==> src/rtl/fetch_pkg.sv <==
// fetch_pkg: shared definitions for the instruction fetch controller.
//   fetch_state_e : controller state encoding (S_IDLE, S_WAIT, S_HOLD)
//   INSTR_BYTES   : bytes per instruction word
//   PC_INC        : pc step between sequential fetches
//   CNT_W         : width of the settle counter (holds 0..15)
//   misaligned()  : true when a byte address is not word aligned
package fetch_pkg;

    typedef enum logic [1:0] {
        S_IDLE = 2'd0,
        S_WAIT = 2'd1,
        S_HOLD = 2'd2
    } fetch_state_e;

    localparam int INSTR_BYTES = 4;
    localparam int PC_INC      = INSTR_BYTES;
    localparam int CNT_W       = 4;

    function automatic logic misaligned(input logic [1:0] lsb);
        return lsb != 2'b00;
    endfunction

endpackage

==> src/rtl/fetch_fifo.sv <==
// fetch_fifo: synchronous prefetch FIFO with a registered head.
//   clk, reset : clock, asynchronous active-high reset
//   flush      : discard all entries (head data register holds its value)
//   push/wdata : write one entry (accepted when not full, or full with pop)
//   pop        : consume the head entry (ignored when empty)
//   rdata      : registered head entry, holds last value while empty
//   full/empty : occupancy flags
//   count      : number of stored entries, 0..DEPTH
module fetch_fifo #(
    parameter int WIDTH = 96,
    parameter int DEPTH = 2,
    localparam int PTR_W   = $clog2(DEPTH),
    localparam int COUNT_W = $clog2(DEPTH + 1)
) (
    input  logic               clk,
    input  logic               reset,
    input  logic               flush,
    input  logic               push,
    input  logic [WIDTH-1:0]   wdata,
    input  logic               pop,
    output logic [WIDTH-1:0]   rdata,
    output logic               full,
    output logic               empty,
    output logic [COUNT_W-1:0] count
);

    logic [WIDTH-1:0]   mem [DEPTH];
    logic [PTR_W-1:0]   rd_ptr;
    logic [PTR_W-1:0]   wr_ptr;
    logic [PTR_W-1:0]   rd_nxt;
    logic [COUNT_W-1:0] cnt_nxt;
    logic [WIDTH-1:0]   head_nxt;
    logic               do_push;
    logic               do_pop;

    assign full  = (count == COUNT_W'(DEPTH));
    assign empty = (count == '0);

    always_comb begin
        do_pop   = pop && !empty;
        do_push  = push && (!full || do_pop);
        rd_nxt   = rd_ptr + PTR_W'(do_pop);
        cnt_nxt  = count + COUNT_W'(do_push) - COUNT_W'(do_pop);
        head_nxt = rdata;
        // The head register is loaded with whatever entry will sit at the
        // read pointer after this edge. When the FIFO drains to nothing in
        // this cycle and is refilled at once, that entry is still on wdata.
        if (cnt_nxt != '0) begin
            if (do_push && (count == COUNT_W'(do_pop)))
                head_nxt = wdata;
            else
                head_nxt = mem[rd_nxt];
        end
    end

    always_ff @(posedge clk or posedge reset) begin
        if (reset) begin
            rd_ptr <= '0;
            wr_ptr <= '0;
            count  <= '0;
            rdata  <= '0;
        end else if (flush) begin
            rd_ptr <= '0;
            wr_ptr <= '0;
            count  <= '0;
        end else begin
            rd_ptr <= rd_nxt;
            wr_ptr <= wr_ptr + PTR_W'(do_push);
            count  <= cnt_nxt;
            rdata  <= head_nxt;
        end
    end

    // Storage carries data only; occupancy is tracked by count.
    always_ff @(posedge clk) begin
        if (do_push && !flush)
            mem[wr_ptr] <= wdata;
    end

endmodule

==> src/rtl/instr_fetch_ctrl.sv <==
// instr_fetch_ctrl: owns the pc, drives the instruction memory address,
// waits WAIT_CYCLES settle cycles per address, captures {pc, instruction}
// into a prefetch FIFO and presents it to decode over valid/ready.
//   clk, reset     : clock, asynchronous active-high reset
//   enable         : fetch permitted; low freezes fetch progress
//   imem_addr      : memory ReadAddress, always the pc register
//   imem_instr     : memory Instruction data
//   redirect       : branch/jump taken; flushes and reloads the pc
//   redirect_pc    : new fetch target (low two bits are dropped)
//   out_valid      : FIFO head valid
//   out_ready      : decode accepts the head
//   out_instr      : head instruction
//   out_pc         : head pc
//   busy           : controller is not idle
//   align_err      : sticky, a redirect target was not word aligned
module instr_fetch_ctrl
    import fetch_pkg::*;
#(
    parameter int                ADDR_W      = 64,
    parameter int                INSTR_W     = 32,
    parameter logic [ADDR_W-1:0] RESET_PC    = '0,
    parameter int                WAIT_CYCLES = 1,
    parameter int                FIFO_DEPTH  = 2
) (
    input  logic               clk,
    input  logic               reset,
    input  logic               enable,
    output logic [ADDR_W-1:0]  imem_addr,
    input  logic [INSTR_W-1:0] imem_instr,
    input  logic               redirect,
    input  logic [ADDR_W-1:0]  redirect_pc,
    output logic               out_valid,
    input  logic               out_ready,
    output logic [INSTR_W-1:0] out_instr,
    output logic [ADDR_W-1:0]  out_pc,
    output logic               busy,
    output logic               align_err
);

    localparam int               ENT_W     = ADDR_W + INSTR_W;
    localparam int               FCNT_W    = $clog2(FIFO_DEPTH + 1);
    localparam logic [CNT_W-1:0] WAIT_LOAD = CNT_W'(WAIT_CYCLES);

    fetch_state_e       state, state_nxt;
    logic [ADDR_W-1:0]  pc, pc_nxt;
    logic [CNT_W-1:0]   cnt, cnt_nxt;
    logic               align_err_nxt;

    logic               fifo_push;
    logic               fifo_pop;
    logic               fifo_flush;
    logic               fifo_full;
    logic               fifo_empty;
    logic [FCNT_W-1:0]  fifo_count;
    logic [ENT_W-1:0]   fifo_head;

    assign imem_addr = pc;
    assign busy      = (state != S_IDLE);
    assign out_valid = !fifo_empty;
    assign out_pc    = fifo_head[ENT_W-1 -: ADDR_W];
    assign out_instr = fifo_head[INSTR_W-1:0];

    // A handshake coinciding with a redirect is void: decode drops it and
    // the flush discards the entry anyway.
    assign fifo_pop = out_valid && out_ready && !redirect;

    always_comb begin
        state_nxt     = state;
        pc_nxt        = pc;
        cnt_nxt       = cnt;
        align_err_nxt = align_err;
        fifo_push     = 1'b0;
        fifo_flush    = 1'b0;

        if (redirect) begin
            fifo_flush = 1'b1;
            pc_nxt     = {redirect_pc[ADDR_W-1:2], 2'b00};
            cnt_nxt    = WAIT_LOAD;
            state_nxt  = enable ? S_WAIT : S_IDLE;
            if (misaligned(redirect_pc[1:0]))
                align_err_nxt = 1'b1;
        end else begin
            unique case (state)
                S_IDLE: begin
                    if (enable) begin
                        state_nxt = S_WAIT;
                        cnt_nxt   = WAIT_LOAD;
                    end
                end
                S_WAIT: begin
                    if (enable) begin
                        if (cnt != '0) begin
                            cnt_nxt = cnt - CNT_W'(1);
                        end else if (!fifo_full) begin
                            fifo_push = 1'b1;
                            pc_nxt    = pc + ADDR_W'(PC_INC);
                            cnt_nxt   = WAIT_LOAD;
                        end else begin
                            state_nxt = S_HOLD;
                        end
                    end else if (cnt == WAIT_LOAD) begin
                        // Nothing spent on this pc yet, so parking is free.
                        state_nxt = S_IDLE;
                    end
                end
                S_HOLD: begin
                    // Space includes a pop landing on the same edge as the push.
                    if (enable && ((fifo_count != FCNT_W'(FIFO_DEPTH)) || fifo_pop)) begin
                        fifo_push = 1'b1;
                        pc_nxt    = pc + ADDR_W'(PC_INC);
                        cnt_nxt   = WAIT_LOAD;
                        state_nxt = S_WAIT;
                    end
                end
                default: state_nxt = S_IDLE;
            endcase
        end
    end

    always_ff @(posedge clk or posedge reset) begin
        if (reset) begin
            state     <= S_IDLE;
            pc        <= RESET_PC;
            cnt       <= '0;
            align_err <= 1'b0;
        end else begin
            state     <= state_nxt;
            pc        <= pc_nxt;
            cnt       <= cnt_nxt;
            align_err <= align_err_nxt;
        end
    end

    fetch_fifo #(
        .WIDTH (ENT_W),
        .DEPTH (FIFO_DEPTH)
    ) u_fifo (
        .clk   (clk),
        .reset (reset),
        .flush (fifo_flush),
        .push  (fifo_push),
        .wdata ({pc, imem_instr}),
        .pop   (fifo_pop),
        .rdata (fifo_head),
        .full  (fifo_full),
        .empty (fifo_empty),
        .count (fifo_count)
    );

endmodule

==> config.mk <==
export PLATFORM = sky130hd
export DESIGN_NAME = instr_fetch_ctrl
export DESIGN_NICKNAME = d
export VERILOG_FILES = /design/src/rtl/fetch_pkg.sv /design/src/rtl/fetch_fifo.sv /design/src/rtl/instr_fetch_ctrl.sv
export SDC_FILE = /design/constraint.sdc
export NUM_CORES = 1
export LEC_CHECK = 0
export CORE_UTILIZATION = 55
export CTS_CLUSTER_SIZE = 25
export DETAILED_ROUTE_END_ITERATION = 6
export GPL_TIMING_DRIVEN = 1
export PLACE_DENSITY = 0.93
export REMOVE_ABC_BUFFERS = 1
export SETUP_SLACK_MARGIN = 0.3
export SLEW_MARGIN = 20
export SYNTH_ARGS = -nofsm -noshare
export SYNTH_HDL_FRONTEND = slang
export SYNTH_SLANG_ARGS = --single-unit
==> constraint.sdc <==
create_clock -name clk -period 10.7 [get_ports clk]
set_clock_uncertainty 0.1 [all_clocks]
set_input_delay 2.14 -clock clk [delete_from_list [all_inputs] [get_ports clk]]
set_output_delay 2.14 -clock clk [all_outputs]
set_load 0.01 [all_outputs]
* Yosys cells after proc, flatten, opt, wreduce, memory -nomap -nowiden
Memories as Yosys holds them, arrays and structs flattened. Cells that the tools add are included.
Storage, ports and cells: output and inout port bits 163, logic and storage cells 92, memories kept 1, bits in writable memories 192, flip-flop bits (word level) 171, bits of input ports 101
Memories:
- u_fifo.mem | words 2, bits a word 96, read ports 1, clocked after memory_dff 0, write ports 1, line fetch_fifo.sv:27 | logic [WIDTH-1:0] mem [DEPTH];
Cells by class: $add $sub $neg 6, equal/unequal tests 15, reductions and logical operators 26, bitwise gates (word level) 1, mux-type cells 35
Operator list (number):
- $mux 64 | 5
- $pmux 64 s2 | 1
- $mux 96 | 1
- $add 64x3->64 const B | 1
- $mux 4 | 6
- $mux 2 | 8
- $ne 4x4->1 const B | 4
- $ne 3x3->1 const B | 5
- $reduce_and 5->1 | 3
- $pmux 4 s3 | 1
- $mux 1 | 11
- $reduce_bool 4->1 | 2
- $logic_and 1x1->1 | 7
- $pmux 2 s3 | 1
- $reduce_bool 2->1 | 3
- $eq 2x2->1 const B | 2
- $eq 4x1->1 const B | 1
- $logic_not 1->1 | 4
- $logic_not 2->1 | 2
- $reduce_and 2->1 | 2
- $sub 4x1->4 const B | 1
- $reduce_bool 3->1 | 1
- $add 1x1->1 | 2
- $add 2x1->2 | 1
- other kinds (7) | 8

* Depth between registers and ports, before layout
Gate-level depths: netlist of run 1.
depth after elaboration 14, gate-level depth with buffers 14, mapped depth without buffers 12

* Cells and area by module
From an unflattened synthesis of run 1, not the netlist that was laid out.
Second synthesis, totals: cells, all modules 1632, area total of the unflattened synthesis 18392.6 um2
By module, submodules not included:
- fetch_fifo | sequential area each 8267.9 um2, cells an instance 1105, instances 1, area each 13972.2 um2
- instr_fetch_ctrl | sequential area each 1726.7 um2, cells an instance 527, instances 1, area each 4420.5 um2

* Least setup slack after synthesis of run 1
Ideal clock, no wire load.
path type input port to flip-flop, start point input port redirect, end point memory u_fifo.mem[0][0], enable pin, setup time 559 ps, buffers on the path 1, arrival time 6797 ps, required time 10041 ps, slack 3244 ps, stages 4, cells stage by stage clkbuf_1 -> nor2_1 -> and2_1 -> nor2b_1
Between the ends: word-level cells in the longest chain between the ends 11, elaborated cells on any way between the ends 15, those cells by class mux: 6; reduce/logical: 9
RTL lines:
- start, declared | line instr_fetch_ctrl.sv:30 | input logic redirect,
- $logic_not 1->1 | line instr_fetch_ctrl.sv:65 | assign fifo_pop = out_valid && out_ready && !redirect;
- $logic_and 1x1->1 | line instr_fetch_ctrl.sv:65
- $logic_or 1x1->1 | line instr_fetch_ctrl.sv:108 | if (enable && ((fifo_count != FCNT_W'(FIFO_DEPTH)) || fifo_pop)) begin
- $logic_and 1x1->1 | line instr_fetch_ctrl.sv:108
- $mux 1 | line instr_fetch_ctrl.sv:108
- $pmux 1 s2 | line instr_fetch_ctrl.sv:83 | unique case (state)
- $mux 1 | line instr_fetch_ctrl.sv:75 | if (redirect) begin
- $logic_and 1x1->1 | line fetch_fifo.sv:41 | do_push = push && (!full || do_pop);
- $logic_and 1x1->1 (*) | line fetch_fifo.sv:76 | if (do_push && !flush)
- $mux 1 (*) | line fetch_fifo.sv:76
- $mux 1 (not written as such) (*) | line fetch_fifo.sv:77 | mem[wr_ptr] <= wdata;
- end, declared | line fetch_fifo.sv:27
Every way passes the cells marked *; elsewhere a longest branch is shown, timed or not.

* Worst setup path after layout of run 1
start point input port out_ready, end point register u_fifo.rdata[12]
Between the ends: word-level cells in the longest chain between the ends 12, elaborated cells on any way between the ends 19, those cells by class add/sub: 3; eq/ne: 1; mux: 4; reduce/logical: 10; memory: 1
RTL lines:
- start, declared | line instr_fetch_ctrl.sv:33 | input logic out_ready,
- $logic_and 1x1->1 (*) (2 in a row) | line instr_fetch_ctrl.sv:65
- $logic_or 1x1->1 | line instr_fetch_ctrl.sv:108
- $logic_and 1x1->1 | line instr_fetch_ctrl.sv:108
- $mux 1 | line instr_fetch_ctrl.sv:108
- $pmux 1 s2 | line instr_fetch_ctrl.sv:83
- $mux 1 | line instr_fetch_ctrl.sv:75
- $logic_and 1x1->1 | line fetch_fifo.sv:41
- $add 2x1->2 | line fetch_fifo.sv:43 | cnt_nxt = count + COUNT_W'(do_push) - COUNT_W'(do_pop);
- $sub 2x1->2 | line fetch_fifo.sv:43
- $reduce_bool 2->1 | line fetch_fifo.sv:48 | if (cnt_nxt != '0) begin
- $reduce_and 2->1 (no source line)
- end signal, assigned | line fetch_fifo.sv:70 | rdata <= head_nxt;
- end, declared | line fetch_fifo.sv:21 | output logic [WIDTH-1:0] rdata,
Marks and branches as above. A chain may end at the register's enable or synchronous reset.

==> run metrics, run 1 <==
Die Ht ~170 um; first-pass GRT wire length 58.3 mm; deepest clock path buffer count 3; R2R depth 11; status complete, no violations; pwr dens 208 nW/um2; core area 27800 um2; synthesized area 15500 um2; share of layout cells above drive strength 1 0.0712; fin crit period ~5.2 ns; final setup vio count 0; CTS buffer count 37; pre-CTS setup slack 4.81 ns; Rows just over 60; largest net degree at the start of global routing 117; Max-Cap Viols 0; Non-Filler Instances 1867; top post-synthesis cells by area edfxtp_1 (36%), dfrtp_1 (27%), mux2i_1 (6.2%); Die ar. 28900 um2; dpl cell area approximately 18000 um2; Crit. End Element flip-flop; GR Util met3 0.0453; Crit path arrival time 5.52 ns; element type at the critical path start input port; RePlAce Congestion 0.807; routing usage on met2 0.432; total power 4.08 mW; GRT busiest layer met2; final layout net count 1567; leakage power 8.35 nW; # DRC 0; f_max 193 MHz; Post-CTS Setup Bufs 0; via count 10900; Worst-path clk slew 0.06 ns; CTS tree done; final design area excluding fillers slightly below 20000 um2; FFs w/ async S/R, synth 0.470; R2R Path End u_fifo.rdata[12]; Seq/Total Area, Yosys 0.634; fin worst setup slack 5.53 ns; CP Max Fanout 112; Max IR drop VDD 110 uV; WHS 0.368 ns; Worst Max-Slew Pin Slew 1.07 ns; met1 Usage GRT 0.339; Reg-to-Reg Start cnt[0]; GRT Total Usage 0.258; Final Hold Vio Count 0; Remaining Overflow, GRT 0; hold path cells 1; dpl hpwl 23.4 mm; Setup TNS 0 ns; ys flop type edfxtp_1; CTS Root Cell clkbuf_16; Util after Layout 0.705; synthesis-to-layout area growth 26.2%; Starting DRT DRC Count 818; die width 170 um; Antenna Violating Nets Remaining 0; Yosys reg bits around 360; worst hold endpoint align_err; WP data required around 11 ns; placed insts approximately 1800; 1st-pass router iterations 6; HP Class reg2reg; Yosys Warn Count 0; post-synth top area cell edfxtp_1; RSZ-0062 raised after global routing no; Slew Viols, Final 0; routed wire length between 30 and 40 mm; vias in the first global route 11100; max_slew headroom 0.290; PortBufs between 200 and 300; cts hold-fix bufs 0; cell count after synthesis 1222; I/O pin total roughly 260; worst skew pair latency 0.51 ns; Post-Syn Area per Cell 12.7 um2; CP Class in2reg; hold_sp align_err; Reg2Reg Setup Slack 6.91 ns; CTS H-Tree Depth 2; initial antenna violation count 1; vias per cell 5.82; number of flops mapped to enable cells by yosys 188; Final period util 0.483; synth unique cells 56; post-synth top area share 0.364; Starting Density 0.558; post-CTS sizing 0; routed wire length per instance around 20 um; clk sinks 355
[worst max-delay path, cell delays in order]
cell and delay (ns):
clkdlybuf4s50_1 0.48, nand2b_1 0.09, nor2b_1 0.36, ha_1 0.33, nand4b_1 0.11, buf_4 0.65, buf_6 0.67, nor2_1 0.10
a211oi_1 0.30, a21o_1 0.13
[where the power goes]
group / switching [mW] / internal, mW
sequential: 0.181 / 1.66
clock: 0.508 / 0.813
combinational: 0.382 / 0.534
[how the worst max path moves through the flow]
stage / startpoint / to / slack, ns / depth (start not counted)
after CTS: out_ready / u_fifo.rdata[12] / 5.35 / 10
after floorplan: redirect / u_fifo.rdata[0] / 0.93 / 10
after detailed placement: out_ready / u_fifo.rdata[12] / 4.81 / 10
after global placement: out_ready / u_fifo.rdata[34] / 5.00 / 10
final: out_ready / u_fifo.rdata[12] / 5.53 / 10
after global routing: out_ready / u_fifo.rdata[9] / 5.39 / 10
[registers in the layout, indices dropped and copies added, names as in the netlist]
register       cells
u_fifo.wr_ptr      1
align_err          1
u_fifo.rdata      94
u_fifo.mem       188
imem_addr         62
cnt                4
u_fifo.count       2
u_fifo.rd_ptr      1
state              2
[final cells by class]
cell class	count	area [um2]
fill	1839	8210
inverter	15	61.3
antenna	1	2.50
sequential	355	9820
clock inverter	14	173
tap	378	473
multi-input combinational	777	5240
timing repair buffer	273	2700
clock buffer	54	1100
[synth_stat cells (5+ instances only)]
cell        n
a211oi_1   94
nor2b_1     5
and4_1      5
nand3_1    27
dfrtp_1   167
and3_1      8
buf_2      10
o21ai_1    14
nand4_1    16
xnor2_1    36
nor3_1     18
ha_1        7
buf_6      16
mux2_2      6
xor2_1     23
inv_1      15
mux2i_1    96
o21ai_0    43
nor4_2     12
nand2_1    86
edfxtp_1  188
clkbuf_1   48
nor4_1      8
and2_1      7
a21o_1     94
nor2_1    123
[routing by layer]
layer | part of all wire | vias to the layer above
li1 | - | 4951
met1 | 0.41 | 5382
met2 | 0.50 | 445
met3 | 0.065 | 89
met4 | 0.030 | 0
met5 | 0 | -
[cell families after synthesis]
group,Yosys count,synth area share
muxes,102,0.0663
and+or+nand+nor,336,0.107
other,1,0.000242
DFF,355,0.634
AOI/OAI and AO/OA,268,0.121
xor gates and xnor gates,60,0.0344
buffers and inverters,93,0.0320
adders and majority gates,7,0.00565
[placed cells by master, fill, tap and decap left out, drive strengths merged, types with 2 or more instances in the layout]
cell and n:
mux2 6, buf 15, dfrtp 167, bufinv 4, nand3 28, a22oi 2, a311o 3, and2 7
or3 4, edfxtp 188, o21ai 59, nor3 20, clkinv 8, nand4 16, nor3b 4, inv 16
xor2 23, nand2b 4, and3 8, nor2b 5, ha 7, a211oi 95, clkdlybuf4s50 258, nor4 20
a21oi 4, mux2i 96, xnor2 37, clkbuf 54, and4 5, nand2 86, conb 4, a21o 94
o311ai 2, nor2 123, or2 3
No activity file was read; power rests on OpenSTA's default activity.
==> inputs of run 2 (changes only) <==
CORE_UTILIZATION = 53   (was 55)
PLACE_DENSITY = 0.91   (was 0.93)
clock period = 5.4 ns   (was 10.7 ns; I/O delays follow)
==> run 2 against run 1 <==
Effect of this change:
- global-route usage decreased by 0.87 points
- final cell count increased by 0.27%
- critical path depth increased by 3
- flip-flop and latch count unchanged
- largest cell class unchanged
- non-clock buffer count decreased by 1
- hold slack improved by 0.0070 ns
- clock power increased by 94%
- via count increased by 1.1%
- critical endpoint is now u_fifo.rdata[25]
==> run metrics, run 2 (same netlist as run 1, synthesis figures left out) <==
leakage power 8.36 nW (was 8.35 nW); Rows 62 (was 61); Crit. End Element flip-flop (unchanged); RSZ-0062 raised after global routing no (unchanged); Biggest register u_fifo.mem (unchanged); status complete, no violations (unchanged); Worst-path clk slew 0.06 ns (about the same); WP data required 5.69 ns (was 11.05 ns); fin crit period 3.87 ns; die width 173 um (was 170 um); routed wire length 37.4 mm (was 37.3 mm); largest net degree at the start of global routing 115 (was 117); max_slew headroom 0.287 (was 0.290); Starting Density 0.539 (was 0.558); Starting DRT DRC Count 1020 (was 818); pre-CTS setup slack 1.10 ns (was 4.81 ns); most frequent cells in the layout clkdlybuf4s50_1 (258), edfxtp_1 (188), dfrtp_1 (167), nor2_1 (122), mux2i_1 (96) (unchanged); dpl hpwl 23.2 mm (was 23.4 mm); Remaining Overflow, GRT 0 (unchanged); first-pass GRT wire length 59.4 mm (was 58.3 mm); pwr dens 410 nW/um2 (was 208 nW/um2); 1st-pass router iterations 5 (was 6); Die Ht 173 um (was 170 um); GRT Total Usage 0.250 (was 0.258); post-CTS sizing 0 (unchanged); CTS tree done (unchanged); worst skew pair latency 0.51 ns (about the same); via count 11000 (was 10900); most common cell after layout, fill and taps aside clkdlybuf4s50_1 (unchanged); CTS buffer count 37 (unchanged); delay of the slowest critical-path stage 0.49 ns (was 0.67 ns); Final Hold Vio Count 0 (unchanged); Die ar. 29900 um2 (was 28900 um2); CTS Root Cell clkbuf_16 (unchanged); max reg flops 188 (unchanged); Antenna Violating Nets Remaining 0 (unchanged); dpl cell area 18400 um2 (was 18300 um2); initial antenna violation count 1 (unchanged); # DRC 0 (unchanged); element type at the critical path start input port (unchanged); Post-CTS Setup Bufs 0 (unchanged); deepest clock path buffer count 3 (unchanged); placed insts 1803 (was 1798); Crit path arrival time 4.16 ns (was 5.52 ns); routed wire length per instance 20.0 um (about the same); PortBufs 259 (unchanged); critical path's most frequent cell ha_1; fin worst setup slack 1.53 ns (was 5.53 ns); Max IR drop VDD 283 uV (was 110 uV); Max-Cap Viols 0 (unchanged); CTS H-Tree Depth 2 (unchanged); Final period util 0.716; clk sinks 355 (unchanged); HP Class reg2reg (unchanged); total power 8.04 mW (was 4.08 mW); RePlAce Congestion 0.815 (was 0.807); final layout net count 1566 (was 1567); Slew Viols, Final 0 (unchanged); final design area excluding fillers 19600 um2 (about the same); Non-Filler Instances 1872 (was 1867); final setup vio count 0 (unchanged); synthesis-to-layout area growth 26.5% (was 26.2%); f_max 258 MHz; cts hold-fix bufs 0 (unchanged); vias in the first global route 11200 (was 11100); cell breakdown of the critical path clkdlybuf4s50_1 > nand2b_1 > nor2b_1 > ha_1 > inv_1 > ha_1 > xor2_1 > and2_1 > nor3_1 > nor2_4 > buf_12 > a211oi_1 > a21o_1 (was clkdlybuf4s50_1 > nand2b_1 > nor2b_1 > ha_1 > nand4b_1 > buf_4 > buf_6 > nor2_1 > a211oi_1 > a21o_1); CP Class in2reg (unchanged); core area 28800 um2 (was 27800 um2); I/O pin total 264 (unchanged); vias per cell 5.87 (was 5.82); share of layout cells above drive strength 1 0.0720 (was 0.0712); slowest CP cell clkdlybuf4s50_1 (was buf_6); CP Max Fanout 88 (was 112); Worst Max-Slew Pin Slew 1.07 ns (about the same)
## run 2: layout make-up
cell class | count | area (um2)
Antenna cell | 1 | 2.50
Clock inverter | 18 | 168
Sequential cell | 355 | 9820
Inverter | 15 | 61.3
Multi-Input combinational cell | 777 | 5240
Tap cell | 384 | 480
Clock buffer | 50 | 1070
Fill cell | 1938 | 9170
Timing Repair Buffer | 272 | 2780
## run 2: path summary, 6_finish.rpt
kind	startpoint	cells past startpoint	endpoint	slack (ns)
worst min register to register	u_fifo.rdata[8]	1	u_fifo.rdata[8]	0.38
worst min-delay path	u_fifo.rdata[8]	1	u_fifo.rdata[8]	0.38
worst max-delay path	out_ready	13	u_fifo.rdata[25]	1.53
max in group asynchronous	reset	3	u_fifo.rdata[79]	3.24
worst max register to register	cnt[0]	11	u_fifo.rdata[25]	1.64
min in group asynchronous	reset	2	u_fifo.rdata[16]	0.97
## run 2: critical path, delay by kind of cell
| kind | cells | cell delay (ns) |
|---|---|---|
| AND/OR/NAND/NOR | 5 | 1.09 |
| buffers and inverters | 3 | 0.93 |
| adder cells (fa/ha/maj) | 2 | 0.48 |
| AO/OA/AOI/OAI | 2 | 0.36 |
| XOR/XNOR | 1 | 0.17 |
## run 2: per-stage QoR
step,TNS (ns),hold WS [ns],utilization
finish,0,0.375,0.682
global route,0,0.393,0.682
CTS,0,0.378,0.681
detailed placement,0,0.365,0.639
global placement,0,0.355,0.639
floorplan,-448.07,0.404,-
## run 2: power breakdown
part | switching, mW | internal, mW | total [mW] | leakage [nW]
Combinational | 0.760 | 1.06 | 1.82 | 3.99
Clock | 1.02 | 1.53 | 2.56 | 0.615
Sequential | 0.365 | 3.29 | 3.66 | 3.76
## run 2: layer usage
layer,global-route usage,wire length (um),vias up
li1,-,-,4958
met2,0.413,18500,455
met4,0.0937,1240,0
met5,0,0,-
met3,0.0405,2370,93
met1,0.334,15300,5479
==> inputs of run 3 (changes only) <==
clock period = 3.7 ns   (was 5.4 ns; I/O delays follow)
==> run 3 against run 2 <==
Effect of this change:
- hold slack got worse by 0.00076 ns
- non-clock buffer count rose by 17
- register-to-register slack got worse by 1.2 ns
- critical path depth down 1
- count of clock-buffer cells in the layout shrank 2
- sequential share of layout area decreased by 0.51 points
- wire length rose by 0.90%
- largest power group unchanged
==> run metrics, run 3 (same netlist as run 1, synthesis figures left out) <==
status complete, no violations (unchanged); final setup vio count 0 (unchanged); max_slew headroom 0.457 (was 0.287); share of layout cells above drive strength 1 0.0825 (was 0.0720); clk sinks 355 (unchanged); f_max 308 MHz; Biggest register u_fifo.mem (unchanged); max reg flops 188 (unchanged); # DRC 0 (unchanged); R2R Path End u_fifo.rdata[7] (was u_fifo.rdata[25]); Antenna Violating Nets Remaining 0 (unchanged); Starting Density 0.539 (unchanged); RePlAce Congestion 0.852 (was 0.815); vias per cell 5.84 (was 5.87); fin crit period roughly 3.3 ns; met1 Usage GRT 0.339 (was 0.334); CP Max Fanout 74 (was 88); element type at the critical path start flip-flop (was input port); Die ar. 29900 um2 (unchanged); WP data required 4.01 ns (was 5.69 ns); leakage power 8.46 nW (was 8.36 nW); CTS Root Cell clkbuf_16 (unchanged); first-pass GRT wire length 59.9 mm (was 59.4 mm); hold_sp u_fifo.rdata[30] (was u_fifo.rdata[8]); Slew Viols, Final 0 (unchanged); synthesis-to-layout area growth 27.8% (was 26.5%); Worst-path clk slew 0.06 ns (about the same); hold path cells 1 (unchanged); HP Class reg2reg (unchanged); largest net degree at the start of global routing 115 (unchanged); Non-Filler Instances 1888 (was 1872); pwr dens 593 nW/um2 (was 410 nW/um2); PortBufs 259 (unchanged); Starting DRT DRC Count 941 (was 1020); I/O pin total 264 (unchanged); Max IR drop VDD 377 uV (was 283 uV); routed wire length 37.8 mm (was 37.4 mm); deepest clock path buffer count 3 (unchanged); Remaining Overflow, GRT 0 (unchanged); via count 11000 (about the same); final layout net count 1583 (was 1566); Crit path arrival time 3.56 ns (was 4.16 ns); Worst Max-Slew Pin Slew 0.812 ns (was 1.07 ns); core area 28800 um2 (unchanged); CTS tree done (unchanged); RSZ-0062 raised after global routing no (unchanged); Max-Cap Viols 0 (unchanged); most frequent cells in the layout clkdlybuf4s50_1 (258), edfxtp_1 (188), dfrtp_1 (167), nor2_1 (122), mux2i_1 (96) (unchanged); dpl hpwl 23.8 mm (was 23.2 mm); Crit. End Element flip-flop (unchanged); most common cell after layout, fill and taps aside clkdlybuf4s50_1 (unchanged); Rows 62 (unchanged); routing usage on met2 0.421 (was 0.413); crit path launch cnt[0] (was out_ready); 1st-pass router iterations 5 (unchanged); worst hold endpoint u_fifo.rdata[30] (was u_fifo.rdata[8]); placed insts 1815 (was 1803); GRT Total Usage 0.252 (was 0.250); CTS buffer count 37 (unchanged); initial antenna violation count 1 (unchanged); pre-CTS setup slack -0.0953 ns (was 1.10 ns); vias in the first global route 11000 (was 11200); GR Util met3 0.0391 (was 0.0405); fin worst setup slack 0.448 ns (was 1.53 ns); worst skew pair latency 0.52 ns (was 0.51 ns); CTS H-Tree Depth 2 (unchanged); Die Ht 173 um (unchanged); Reg-to-Reg Start cnt[0] (unchanged); Reg2Reg Setup Slack 0.45 ns (was 1.64 ns); R2R depth 12 (was 11); GRT busiest layer met2 (unchanged); Final Hold Vio Count 0 (unchanged); Final period util 0.879; die width 173 um (unchanged); routed wire length per instance 20.0 um (about the same); CP Class reg2reg (was in2reg)
[run 3: cell types whose count changed in the layout (fill, tap and decap cells not counted), moves of 2 or more]
| cell | previous run | this run |
|---|---|---|
| buf_4 | 7 | 19 |
| clkbuf_16 | 39 | 37 |
| clkbuf_8 | 5 | 2 |
| clkinv_2 | 10 | 8 |
| clkbuf_1 | 6 | 9 |
| buf_12 | 7 | 11 |
| bufinv_16 | 3 | 5 |
[run 3: cell type report]
| cell class | instances | area, um2 |
|---|---|---|
| flip-flops and latches | 355 | 9820 |
| fillers | 1930 | 8960 |
| multi-input cells | 777 | 5260 |
| repair buffers | 289 | 2970 |
| clock buffers | 48 | 987 |
| well taps | 384 | 480 |
| clock inverters | 19 | 226 |
| inverters | 15 | 61.3 |
| diodes | 1 | 2.50 |
[run 3: repair_timing]
| action | 4_1_cts | 5_1_grt |
|---|---|---|
| resized for setup | 1 | 5 |
| hold buffers | 0 | 0 |
| pin swaps | 1 | 1 |
| setup endpoints to repair | 88 | 90 |
| setup buffers | 5 | 0 |
[run 3: worst max-delay path by stage]
stage	to	slack, ns	depth (start not counted)
5_1_grt	u_fifo.rdata[7]	0.31	12
4_1_cts	u_fifo.rdata[7]	0.32	12
3_3_place_gp	u_fifo.rdata[26]	0.07	13
6_report	u_fifo.rdata[7]	0.45	12
3_5_place_dp	u_fifo.rdata[7]	-0.1	13
2_1_floorplan	u_fifo.rdata[0]	-4.71	9
[run 3: metrics by stage]
step	util	cell area, um2	setup TNS (ns)	hold slack, ns	power, mW
after floorplan	-	15100	-1007.07	0.404	6.41
after global placement	0.643	18500	0	0.356	7.95
after detailed placement	0.643	18500	-1.52	0.365	8.06
after CTS	0.688	19800	0	0.377	11.8
after global routing	0.689	19800	0	0.391	12.2
final	0.689	19800	0	0.374	11.7
[run 3: per-layer routing]
| layer | wire length (um) | vias to the layer above |
|---|---|---|
| met5 | 0 | - |
| met1 | 15500 | 5521 |
| met2 | 18800 | 446 |
| li1 | - | 4978 |
| met4 | 1050 | 0 |
| met3 | 2470 | 72 |
[run 3: critical path, cell delays in order (launching register included)]
cell and delay (ns):
dfrtp_1 0.46, or4_4 0.58, o32ai_2 0.30, and2_4 0.23
ha_1 0.15, xor2_1 0.17, and2_1 0.19, nor3_4 0.07
nor2_4 0.16, buf_12 0.13, buf_16 0.26, a211oi_1 0.11
a21o_1 0.21
[run 3: power by group]
part / internal, mW / switching [mW] / leakage, nW
Clock: 2.24 / 1.49 / 0.597
Sequential: 4.80 / 0.552 / 3.76
Combinational: 1.57 / 1.09 / 4.10
Total: 8.62 / 3.13 / 8.46
